## config.mk

```make
export PLATFORM = sky130hd
export DESIGN_NAME = fp_add_scheduler
export DESIGN_NICKNAME = d
export VERILOG_FILES = /design/src/rtl/fp_sched_pkg.sv /design/src/rtl/fp_add_scheduler_rr_arbiter.sv /design/src/rtl/fp_add_scheduler.sv
export SDC_FILE = /design/constraint.sdc
export NUM_CORES = 1
export LEC_CHECK = 0
export ABC_AREA = 1
export BUFFER_PORTS_ARGS = -buffer_cell sky130_fd_sc_hd__buf_2
export CAP_MARGIN = 5
export CORE_MARGIN = 4
export CORE_UTILIZATION = 30
export DETAILED_ROUTE_END_ITERATION = 6
export HOLD_SLACK_MARGIN = 0.12
export PLACE_DENSITY = 0.65
export SETUP_SLACK_MARGIN = 0.1
export SLEW_MARGIN = 20
export SYNTH_ARGS = -nofsm -noshare
export SYNTH_HDL_FRONTEND = slang
export SYNTH_HIERARCHICAL = 1
export SYNTH_SLANG_ARGS = --single-unit
```

## constraint.sdc

```tcl
create_clock -name clk -period 1.4 [get_ports clk]
set_clock_uncertainty 0.15 [all_clocks]
set_input_delay 0.14 -clock clk [delete_from_list [all_inputs] [get_ports clk]]
set_output_delay 0.14 -clock clk [all_outputs]
set_load 0.02 [all_outputs]
```

## src/rtl/fp_sched_pkg.sv

```systemverilog
// fp_sched_pkg: shared types and rotated-priority grant for schedulers of shared FP units
package fp_sched_pkg;
    localparam int FP_WIDTH = 32;
    localparam int MAX_REQ = 8;
    typedef struct packed {
        logic       valid;
        logic [2:0] id;
    } tag_t;
    // One-hot grant to the first eligible lane after ptr, scanning n lanes circularly
    function automatic logic [MAX_REQ-1:0] rr_grant(input logic [MAX_REQ-1:0] elig,
                                                    input logic [2:0] ptr, input int n);
        logic [MAX_REQ-1:0] g;
        logic [2:0] idx;
        g = '0;
        for (int k = 1; k <= MAX_REQ; k++) begin
            idx = 3'((int'(ptr) + k) % n);
            if (k <= n && g == '0 && elig[idx]) g[idx] = 1'b1;
        end
        return g;
    endfunction
endpackage

```

## src/rtl/fp_add_scheduler_rr_arbiter.sv

```systemverilog
// rr_arbiter: round-robin one-hot arbiter with encoded winner index
module rr_arbiter
    import fp_sched_pkg::*;
#(
    parameter int NUM_REQ = 2,
    parameter int IW = $clog2(NUM_REQ)
) (
    input  logic [NUM_REQ-1:0] eligible,
    input  logic [IW-1:0]      rr_ptr,
    output logic [NUM_REQ-1:0] grant,
    output logic [IW-1:0]      grant_idx
);
    assign grant = NUM_REQ'(rr_grant(MAX_REQ'(eligible), 3'(rr_ptr), NUM_REQ));
    always_comb begin
        grant_idx = '0;
        for (int i = 0; i < NUM_REQ; i++) grant_idx = grant[i] ? IW'(i) : grant_idx;
    end
endmodule

```

## src/rtl/fp_add_scheduler.sv

```systemverilog
// fp_add_scheduler: round-robin sharing of one registered FP adder among NUM_REQ requesters.
// Define FP_ADD_SCHED_PERF_EN to add issue/stall performance counters.
module fp_add_scheduler
    import fp_sched_pkg::*;
#(
    parameter int NUM_REQ = 2,
    parameter int ADDER_LAT = 1
) (
    input  logic                        clk,
    input  logic                        rst,
    input  logic [NUM_REQ-1:0]          req_valid,
    output logic [NUM_REQ-1:0]          req_ready,
    input  logic [FP_WIDTH*NUM_REQ-1:0] req_a,
    input  logic [FP_WIDTH*NUM_REQ-1:0] req_b,
    output logic [FP_WIDTH-1:0]         add_a,
    output logic [FP_WIDTH-1:0]         add_b,
    input  logic [FP_WIDTH-1:0]         add_result,
    output logic [NUM_REQ-1:0]          resp_valid,
    output logic [FP_WIDTH-1:0]         resp_result
`ifdef FP_ADD_SCHED_PERF_EN
    ,
    output logic [31:0]                 perf_issue_cnt,
    output logic [31:0]                 perf_stall_cnt
`endif
);
    localparam int IW = $clog2(NUM_REQ);
    logic [NUM_REQ-1:0]  busy, elig, grant;
    logic [IW-1:0]       rr_ptr, gidx;
    logic [FP_WIDTH-1:0] sel_a, sel_b;
    tag_t                tags [ADDER_LAT];
    assign elig        = req_valid & ~busy;
    assign req_ready   = grant;
    assign resp_result = add_result;
    assign sel_a       = req_a[int'(gidx)*FP_WIDTH +: FP_WIDTH];
    assign sel_b       = req_b[int'(gidx)*FP_WIDTH +: FP_WIDTH];
    rr_arbiter #(.NUM_REQ(NUM_REQ), .IW(IW)) u_arb (
        .eligible (elig),
        .rr_ptr   (rr_ptr),
        .grant    (grant),
        .grant_idx(gidx)
    );
    // The tag rides alongside the adder; resp_valid adds the final register stage
    always_ff @(posedge clk) begin
        if (rst) begin
            add_a      <= '0;
            add_b      <= '0;
            busy       <= '0;
            resp_valid <= '0;
            rr_ptr     <= IW'(NUM_REQ - 1);
            for (int s = 0; s < ADDER_LAT; s++) tags[s] <= '0;
        end else begin
            if (|grant) begin
                add_a  <= sel_a;
                add_b  <= sel_b;
                rr_ptr <= gidx;
            end
            busy    <= (busy & ~resp_valid) | grant;
            tags[0] <= '{valid: |grant, id: 3'(gidx)};
            for (int s = 1; s < ADDER_LAT; s++) tags[s] <= tags[s-1];
            for (int i = 0; i < NUM_REQ; i++)
                resp_valid[i] <= tags[ADDER_LAT-1].valid && tags[ADDER_LAT-1].id == 3'(i);
        end
    end
`ifdef FP_ADD_SCHED_PERF_EN
    always_ff @(posedge clk) begin
        if (rst) begin
            perf_issue_cnt <= '0;
            perf_stall_cnt <= '0;
        end else begin
            perf_issue_cnt <= perf_issue_cnt + 32'(|grant);
            perf_stall_cnt <= perf_stall_cnt + 32'(|(req_valid & ~grant));
        end
    end
`endif
endmodule

```

# ---- Word-level counts from Yosys, hierarchy flattened
# Memory sizes are Yosys's and may differ from the RTL's.
# Cells that the tools add are included.
dict set report classes {
  shift 2
  n_reduce_logical 9
  n_eq_ne 1
  n_mux 16
  bitwise_logic 8
  add_sub_neg 2
  magnitude_cmp 4
}
# operator count
set ops {}
lappend ops {{64-bit by 7-bit indexed part select with 32-bit output} 2}
lappend ops {{1-bit 2-to-1 mux} 9}
lappend ops {{8-bit logical NOT} 1}
lappend ops {{3-bit by 4-bit less-than comparator with 1-bit output, second input constant} 2}
lappend ops {{8-bit 2-to-1 mux} 1}
lappend ops {{3-bit by 1-bit >= comparator with 1-bit output, second input constant} 2}
lappend ops {{1-bit logical AND} 5}
lappend ops {{2-bit AND} 2}
lappend ops {{1-bit binary-select mux with 2-bit select} 2}
lappend ops {{1-bit demux with 2-bit select} 2}
lappend ops {{2-bit 2-to-1 mux} 2}
lappend ops {{2-bit NOT} 2}
lappend ops {{2-bit bitwise OR} 2}
lappend ops {{2-bit OR reduction} 2}
lappend ops {{3-bit by 1-bit equality test with 1-bit output, second input constant} 1}
lappend ops {{3-bit logical NOT} 1}
lappend ops {{1-bit adder, second input constant} 2}
lappend ops {{1-bit AND, first input constant} 2}
dict set report word_totals {
  input_bits 164
  ramBits 2
  wordCells 48
  ff_bits 69
  mem_count 1
}
# name depth width read_ports rd_clocked_by_memory_dff wr line_no
set mem_list {}
lappend mem_list {tags 1 2 1 0 1 fp_add_scheduler.sv:30} ;# tag_t tags [ADDER_LAT];

# ---- Logic depth before layout (Yosys ltp)
# Gate-level depths: netlist of run 1.
dict set report logic_depth {
  word_depth 12
  depth_mapped 11
  ltp_nobuf 9
}

# ---- Cells and area by module
# Netlist of run 1, hierarchy kept.
# module n_inst area_each_um2 cells_per_inst
set modules_own_cells {}
lappend modules_own_cells {fp_add_scheduler 1 3453.3 544}
lappend modules_own_cells {rr_arbiter 1 27.5 6}

# ---- Least setup slack after synthesis of run 1
# No wires, ideal clock.
dict set report synth_timing {
  path_type {register to register}
  startpoint {reg busy[1]}
  endpoint {reg add_a[24]}
  setup_slack_ns -0.187
  path_buffers 3
  arrival_time_ns 1.378
  path_stages_with_launch 11
  setup_time_ns 0.059
  cell_sequence {dfxtp_1 > nor2_1 > inv_1 > a21oi_1 > buf_4 > nor2_2 > nor2_2 > buf_4 > buf_2 > nand2_1 > nand2_1}
}
dict set report synth_between {
  elab_chain_len 10
  word_cells_on_any_way 14
  classes_between {1 x shift; 7 x mux; 3 x bitwise; 3 x reduce/logical}
}
# item line_no
set synth_rtl {}
lappend synth_rtl {{start: declaration} fp_add_scheduler.sv:27} ;# logic [NUM_REQ-1:0] busy, elig, grant;
lappend synth_rtl {{start signal: assignment} fp_add_scheduler.sv:57} ;# busy <= (busy & ~resp_valid) | grant;
lappend synth_rtl {{2-bit NOT *} fp_add_scheduler.sv:31} ;# assign elig = req_valid & ~busy;
lappend synth_rtl {{2-bit AND *} fp_add_scheduler.sv:31}
lappend synth_rtl {{via elig[1]} fp_add_scheduler.sv:27}
lappend synth_rtl {{1-bit binary-select mux with 2-bit select} fp_sched_pkg.sv:17} ;# if (k <= n && g == '0 && elig[idx]) g[idx] = 1'b1;
lappend synth_rtl {{1-bit 2-to-1 mux (implied by the code)} fp_sched_pkg.sv:17}
lappend synth_rtl {{8-bit 2-to-1 mux} fp_sched_pkg.sv:17}
lappend synth_rtl {{8-bit logical NOT} fp_sched_pkg.sv:17}
lappend synth_rtl {{1-bit logical AND} fp_sched_pkg.sv:17}
lappend synth_rtl {{2-bit 2-to-1 mux *} fp_sched_pkg.sv:17}
lappend synth_rtl {{1-bit 2-to-1 mux *} fp_add_scheduler_rr_arbiter.sv:16} ;# for (int i = 0; i < NUM_REQ; i++) grant_idx = grant[i] ? IW'(i) : grant_idx;
lappend synth_rtl {{via gidx} fp_add_scheduler.sv:28} ;# logic [IW-1:0] rr_ptr, gidx;
lappend synth_rtl {{64-bit by 7-bit indexed part select with 32-bit output *} fp_add_scheduler.sv:34} ;# assign sel_a = req_a[int'(gidx)*FP_WIDTH +: FP_WIDTH];
lappend synth_rtl {{end signal: assignment} fp_add_scheduler.sv:53} ;# add_a <= sel_a;
lappend synth_rtl {{end: declaration} fp_add_scheduler.sv:15} ;# output logic [FP_WIDTH-1:0] add_a,
# The timed path passes the listed nets; every way through them passes the cells marked *. The select of a mux whose other input is x is not followed.
# A chain may end at the register's enable or synchronous reset.

# ---- Final worst setup path of run 1
dict set report layout_timing {
  startpoint {reg busy[1]}
  endpoint {out req_ready[1]}
}
dict set report layout_between {
  elab_chain_len 8
  word_cells_on_any_way 11
  classes_between {6 x mux; 3 x bitwise; 2 x reduce/logical}
}
# item line_no
set layout_rtl {}
lappend layout_rtl {{2-bit NOT *} fp_add_scheduler.sv:31}
lappend layout_rtl {{2-bit AND *} fp_add_scheduler.sv:31}
lappend layout_rtl {{via elig[1]} fp_add_scheduler.sv:27}
lappend layout_rtl {{1-bit binary-select mux with 2-bit select} fp_sched_pkg.sv:17}
lappend layout_rtl {{1-bit 2-to-1 mux (implied by the code)} fp_sched_pkg.sv:17}
lappend layout_rtl {{8-bit 2-to-1 mux} fp_sched_pkg.sv:17}
lappend layout_rtl {{8-bit logical NOT} fp_sched_pkg.sv:17}
lappend layout_rtl {{1-bit logical AND} fp_sched_pkg.sv:17}
lappend layout_rtl {{2-bit 2-to-1 mux *} fp_sched_pkg.sv:17}
lappend layout_rtl {{end: declaration} fp_add_scheduler.sv:12} ;# output logic [NUM_REQ-1:0] req_ready,
# Marked as above.

==> results of run 1 <==
==> metal layers <==
layer / routed length [um] / track usage [%] / vias to the layer above / share of wire [%]
met5: 0 / 0 / - / 0
met1: 5658 / 21.72 / 2002 / 40
met3: 1074 / 5.953 / 48 / 7.6
met2: 6961 / 35.80 / 202 / 49
met4: 443 / 8.662 / 0 / 3.1
li1: - / - / 2266 / -
==> layout make-up <==
class / count / area, sq um / area share [%]
well taps: 143 / 178.9 / 2.738
repair buffers: 360 / 2865 / 43.84
inverters: 7 / 33.78 / 0.5169
clock buffers: 11 / 242.7 / 3.714
multi-input cells: 404 / 1709 / 26.15
flip-flops and latches: 71 / 1424 / 21.79
clock inverters: 5 / 81.33 / 1.244
==> timing repair <==
| item | in CTS | in global routing |
|---|---|---|
| endpoints found under the hold margin | 68 | 0 |
| hold buffers | 129 | 0 |
| endpoints found under the setup margin | 69 | 71 |
| buffers inserted | 5 | 0 |
| pin swaps | 1 | 0 |
| gates resized for setup | 22 | 19 |
| cloned | 3 | 4 |
==> cells in the final DEF, fill, tap and decap left out, types with 2 or more instances in the layout <==
cell type and n:
buf_2 197, dfxtp_2 2, buf_4 3, nand3_1 56, buf_6 10, nor2_4 3, clkbuf_16 13, inv_1 4
nor2_1 5, nand2_2 4, buf_12 11, dfxtp_1 69, buf_8 3, nand2_1 321, dlygate4sd3_1 129, buf_16 2
inv_2 2, nand3_2 9, bufinv_16 2
==> synth_stat cells <==
library cell | count | share of area (%)
buf_2 | 28 | 4.0
clkbuf_1 | 4 | 0.43
nand3_1 | 65 | 9.3
buf_4 | 36 | 7.8
inv_2 | 1 | 0.11
a21oi_1 | 3 | 0.43
dfxtp_1 | 71 | 41
nor2_2 | 2 | 0.36
inv_1 | 6 | 0.65
nand2_1 | 326 | 35
nor2_1 | 7 | 0.75
o21ai_0 | 1 | 0.14
==> path summary, 6_finish.rpt <==
path | start | endpoint | slack [ps] | cells past startpoint
max reg2reg | busy[1]$_SDFF_PP0_ | add_b[22]$_SDFFE_PP0P_ | -150 | 11
min | add_result[29] | resp_result[29] | 130 | 0
max | busy[1]$_SDFF_PP0_ | req_ready[1] | -150 | 6
min reg2reg | tags[0][1]$_SDFF_PP0_ | resp_valid[1]$_SDFF_PP0_ | 280 | 2
==> registers in the layout (all words and copies together), names as in the netlist <==
signal      cells
add_b          32
resp_valid      2
add_a          32
busy            2
rr_ptr          1
tags            2
==> where the power goes <==
part | switching (mW) | internal, mW | leakage, nW
logic | 1.35 | 1.19 | 2.85
clock network | 0.866 | 1.61 | 0.156
registers | 0.146 | 2.30 | 0.587
total | 2.36 | 5.10 | 3.59
==> per-stage QoR <==
step                      TNS, ps  hold slack (ps)  setup WS [ps]  total power, mW  util (%)
after global placement      -5580            130.1         -153.7            4.399     40.19
after global routing       -13310            130.0         -228.2            7.869     57.48
after CTS                   -8107            130.1         -162.2            7.372     56.10
after detailed placement    -6471            130.1         -154.5            4.413     40.19
after floorplan             -2377            61.54         -47.11            3.789         -
final                       -8048            130.0         -153.0            7.463     57.48
==> cells by family (layout without fill, tap and decap cells) <==
kind of cell	count (synthesis)	after routing
AO/OA/AOI/OAI	4	4
flip-flops	71	71
buffers and inverters	75	383
AND/OR/NAND/NOR	400	400
==> worst reg2reg max path, stage by stage (launching register included) <==
cell,delay [ps]
dfxtp_2,330
nor2_2,90
inv_2,60
a21oi_4,140
buf_6,130
buf_6,110
inv_8,70
buf_12,150
nand2_1,60
nand2_1,60
nand2_1,70
nand2_1,50
==> impl_metrics.py, run 1 <==
metrics = {
    "outcome": {
        "status": "complete, but fails checks",
        "violations": "negative setup slack",
    },
    "sta": {
        "setup_viol": 69,
        "finalCritPeriodShare_pct": 110.9,
        "slew-limit-headroom_pct": 83.96,
        "worst_pin_slew_ps": 240.6,
        "worst_slack_ps": -153.0,
        "max_freq_ghz": 0.6439,
        "min_period_ps": 1553,
        "slew_viol_final": 0,
        "hold_viol": 0,
        "rsz0062_at_grt": "true",
    },
    "place": {
        "hpwl_um": 7440,
        "gp_congestion": 0.7254,
        "io_buffer_count": 199,
        "place_area_sq_um": 4569,
        "dp.cells": 844,
    },
    "floorplanning": {
        "initial_utilization_pct": 30.62,
        "die_area_sq_um": 13390,
        "rows": 39,
        "die_w_um": 115.7,
        "die-height_um": 115.7,
        "core_sq_um": 11370,
        "io_pins": 264,
    },
    "setup_path": {
        "worst_setup_path_start_kind": "flop",
        "worstPathMaxFanout": 3,
        "slowest_stage": "dfxtp_2",
        "worstSetupEndpointType": "output port",
        "arrival_ps": 1260,
        "criticalPathCategory": "reg -> out",
        "worst-path-buf-inv": 4,
        "cpPeakStageDelay_ps": 330,
        "required_ps": 1110,
        "critical-path-top-delay-family": "buffers and inverters",
        "path_cells": "nor2_2 -> inv_2 -> a21oi_4 -> buf_6 -> buf_12 -> buf_8",
    },
    "clocking": {
        "clk_pin_slew_ps": 50,
        "cts_tree": "yes",
        "cts_buffers": 9,
        "clock_path_buffers": 2,
        "clock_sinks": 71,
        "cts-root-buf": "clkbuf_16",
        "htree_levels": 3,
        "insertion_delay_ps": 320,
    },
    "yosys": {
        "yosysWarnings": 6,
        "avgSynthCellArea_sq_um": 6.329,
        "synthMuxAreaShare_pct": 0,
        "synth-xor-area-share_pct": 0,
        "ys_seq_area_share_pct": 40.83,
        "synth_compound_area_share_pct": 0.5751,
        "syn_inst": 550,
        "yosysUniqueCellTypes": 12,
        "synth_seq_cells": 71,
        "synth_top_family_by_area": "simple AND/OR/NAND/NOR gates",
        "syn_nets": 714,
        "synth-simple-area-share_pct": 45.61,
        "synthAdderAreaFrac_pct": 0,
        "synth_area_sq_um": 3481,
    },
    "drt": {
        "drcViolationCount": 0,
        "vias_per_cell": 4.513,
        "vias": 4518,
        "routedWlPerCell_um": 14.12,
        "first_pass_iters": 5,
        "detail_route.iter0.violations": 285,
        "ant_nets": 0,
        "wl_um": 14140,
    },
    "global_routing": {
        "grt-ovfl-total": 0,
        "grt_pass1_vias": 4459,
        "grt_max_degree": 51,
        "grt_usage_pct": 19.93,
        "grt_pass1_wl_um": 21190,
        "antenna_found_initial": 0,
    },
    "finish": {
        "fillers": 985,
        "area_growth_syn_to_layout_pct": 87.74,
        "n_antenna_cell": 0,
        "drive_gt1_share_pct": 31.70,
        "nNetsFinal": 1017,
        "stdcell_area_sq_um": 6535,
        "instances_no_fill": 1001,
    },
    "worst_hold_path": {
        "worstHoldPathType": "in -> out",
    },
    "run": {
        "cap_viol_max_count": 0,
    },
    "power": {
        "powerDensity_nw_per_um2": 1142,
        "ir_worst_vdd_mv": 0.6836,
        "leakage_nw": 3.588,
    },
}
(Power assumes the default switching activity.)
==> inputs of run 2 (changes only) <==
--- a/config.mk
+++ b/config.mk
@@ -5,15 +5,13 @@
 export SDC_FILE = /design/constraint.sdc
 export NUM_CORES = 1
 export LEC_CHECK = 0
-export ABC_AREA = 1
 export BUFFER_PORTS_ARGS = -buffer_cell sky130_fd_sc_hd__buf_2
 export CAP_MARGIN = 5
 export CORE_MARGIN = 4
 export CORE_UTILIZATION = 30
 export DETAILED_ROUTE_END_ITERATION = 6
 export HOLD_SLACK_MARGIN = 0.12
-export PLACE_DENSITY = 0.65
-export SETUP_SLACK_MARGIN = 0.1
+export SETUP_SLACK_MARGIN = 0.5
 export SLEW_MARGIN = 20
 export SYNTH_ARGS = -nofsm -noshare
 export SYNTH_HDL_FRONTEND = slang
==> run 2 against run 1 <==
Compared with the run above: the run still ends with negative setup slack left; clock-buffer cell count shrank 2; maximum frequency shrank 10%; non-clock buffer count shrank 94; largest cell class unchanged; highest routed layer unchanged.
==> impl_metrics.py, run 2 <==
metrics = {
    "outcome": {
        "status": "complete, but fails checks",
        "violations": "negative setup slack",
    },
    "yosys": {
        "synth_compound_area_share_pct": 20.47,
        "syn_nets": 515,
        "synth_most_common_cell": "dfxtp_1",
        "ys_top_cells_by_count": "dfxtp_1 (71), mux2i_1 (64), nor3_1 (64), a211oi_2 (50), buf_4 (35)",
        "synthMuxAreaShare_pct": 17.04,
        "synth_seq_cells": 71,
        "avgSynthCellArea_sq_um": 10.71,
        "synth_area_sq_um": 3759,
        "synth_top_area_share_pct": 37.82,
        "yosysUniqueCellTypes": 24,
        "yosysWarnings": 6,
        "synth-simple-area-share_pct": 10.15,
        "synth_edf_count": 0,
        "synth_flop_cell": "dfxtp_1",
        "yosysTopAreaCell": "dfxtp_1",
        "synthAdderAreaFrac_pct": 0,
        "synthArstFlopShare_pct": 0,
        "synth-xor-area-share_pct": 0,
        "synth_top_family_by_area": "compound AO/OA/AOI/OAI gates",
        "ys_seq_area_share_pct": 37.82,
        "yosys-top-cells-area": "dfxtp_1 (38%), mux2i_1 (17%), a211oi_2 (17%)",
        "syn_inst": 351,
    },
    "worst_hold_path": {
        "worstHoldPathType": "in -> reg",
    },
    "global_routing": {
        "grt_pass1_wl_um": 18090,
        "antenna_found_initial": 0,
        "grt_max_degree": 30,
        "grt_usage_pct": 15.67,
        "grt_pass1_vias": 3679,
        "grt-ovfl-total": 0,
    },
    "floorplanning": {
        "die_w_um": 119.9,
        "io_pins": 264,
        "die_area_sq_um": 14380,
        "core_sq_um": 12160,
        "die-height_um": 119.9,
        "initial_utilization_pct": 30.91,
        "rows": 40,
    },
    "sta": {
        "setup_viol": 70,
        "finalCritPeriodShare_pct": 123.5,
        "whs_ps": 0.6701,
        "slew-limit-headroom_pct": 68.03,
        "min_period_ps": 1729,
        "worst_pin_slew_ps": 479.6,
        "hold_viol": 0,
        "rsz0062_at_grt": "true",
        "max_freq_ghz": 0.5785,
        "tns_ps": -18810,
        "worst_slack_ps": -328.7,
        "slew_viol_final": 0,
    },
    "finish": {
        "nNetsFinal": 724,
        "drive_gt1_share_pct": 79.12,
        "finish.utilization_pct": 53.72,
        "reg_top3": "add_a (32), add_b (32)",
        "fillers": 1058,
        "final_cell_mix": "buf_2 (130), buf_6 (77), dfxtp_2 (69), nor3_1 (62), a211oi_2 (58)",
        "n_antenna_cell": 0,
        "area_growth_syn_to_layout_pct": 73.83,
        "ff_latch_area_sq_um": 1508,
        "final_common_cell": "buf_2",
        "multi_input_area_sq_um": 2071,
    },
    "setup_path": {
        "cp_common_cell": "buf_12",
        "worst_setup_path_start_kind": "flop",
        "worstPathMaxFanout": 15,
        "slowest_stage": "dfxtp_2",
        "cpPeakStageDelay_ps": 330,
        "path_cells": "nor2b_4 -> a21boi_4 -> buf_12 -> buf_12 -> mux2i_1 -> a211oi_2",
        "arrival_ps": 1770,
        "critical-path-top-delay-family": "buffers and inverters",
        "required_ps": 1440,
        "worst-path-buf-inv": 2,
        "criticalPathCategory": "reg -> reg",
        "worstSetupEndpointType": "flop",
    },
    "drt": {
        "drcViolationCount": 0,
        "detail_route.iter0.violations": 89,
        "ant_nets": 0,
        "vias_per_cell": 4.859,
        "wl_um": 12780,
        "routedWlPerCell_um": 17.44,
        "first_pass_iters": 4,
        "vias": 3562,
    },
    "clocking": {
        "clock_sinks": 71,
        "insertion_delay_ps": 330,
        "htree_levels": 3,
        "cts_tree": "yes",
        "clk_pin_slew_ps": 70,
        "clock_path_buffers": 2,
        "cts-root-buf": "clkbuf_16",
        "cts_buffers": 9,
    },
    "place": {
        "io_buffer_count": 199,
        "gp_congestion": 0.6957,
        "hpwl_um": 7764,
        "dp_slack_ps": -299.8,
    },
    "run": {
        "cap_viol_max_count": 0,
    },
    "power": {
        "leakage_nw": 2.764,
        "power_mw": 8.367,
        "ir_worst_vdd_mv": 0.6619,
        "powerDensity_nw_per_um2": 1281,
    },
}
[run 2: cell count changes after synthesis, sizes merged, moves of 7 or more]
cell	delta
mux2i	+64
nor3	+64
nor2	-9
nand2	-326
a211oi	+64
clkbuf	+7
nand3	-65
[run 2: cell type report]
type | count | share of cell area (%)
clock inverters | 7 | 1.838
multi-input cells | 209 | 31.69
well taps | 168 | 3.217
clock buffers | 9 | 3.447
repair buffers | 266 | 36.48
flip-flops and latches | 71 | 23.08
inverters | 3 | 0.2489
[run 2: kinds of logic after synthesis]
group	after synthesis
simple gates	73
buf+inv	73
compound gates	70
mux	64
flops	71
[run 2: path summary, 6_finish.rpt]
check                             end             startpoint  slack (ps)  cells past startpoint
min            add_a[13]$_SDFFE_PP0P_              req_a[13]         0.7                      3
max             add_a[8]$_SDFFE_PP0P_     busy[1]$_SDFF_PP0_        -330                      6
max reg2reg     add_a[8]$_SDFFE_PP0P_     busy[1]$_SDFF_PP0_        -330                      6
min reg2reg  resp_valid[0]$_SDFF_PP0_  tags[0][0]$_SDFF_PP0_         290                      1
[run 2: worst register-to-register path, cell delays in order, from the launching register on]
cell,delay (ps)
dfxtp_2,330
nor2b_4,110
a21boi_4,260
buf_12,210
buf_12,160
mux2i_1,270
a211oi_2,100
[run 2: per-layer routing]
layer | part of all wire (%) | global-route usage [%]
met5 | 0 | 0
met4 | 1.1 | 3.722
met3 | 6.4 | 5.137
met2 | 51 | 28.10
met1 | 41 | 17.96
[run 2: stage by stage]
step | cell area, sq um | instances
6_report | 6534 | 733
5_1_grt | 6534 | 733
4_1_cts | 6063 | 713
2_1_floorplan | 3807 | 351
3_3_place_gp | 4855 | 676
3_5_place_dp | 4855 | 676
[run 2: power by group]
group	internal, mW	leakage (nW)	total [mW]	switching [mW]
combinational	1.72	1.99	3.16	1.44
sequential	2.35	0.610	2.56	0.205
clock	1.75	0.166	2.65	0.900
total	5.82	2.76	8.37	2.55
[run 2: what timing repair did]
| item | CTS | global route |
|---|---|---|
| setup buffers | 17 | 8 |
| pin swaps | 2 | 10 |
| endpoints found under the setup margin | 137 | 137 |
| gates cloned | 4 | 12 |
| endpoints found under the hold margin | 66 | 64 |
| gates resized for setup | 227 | 46 |
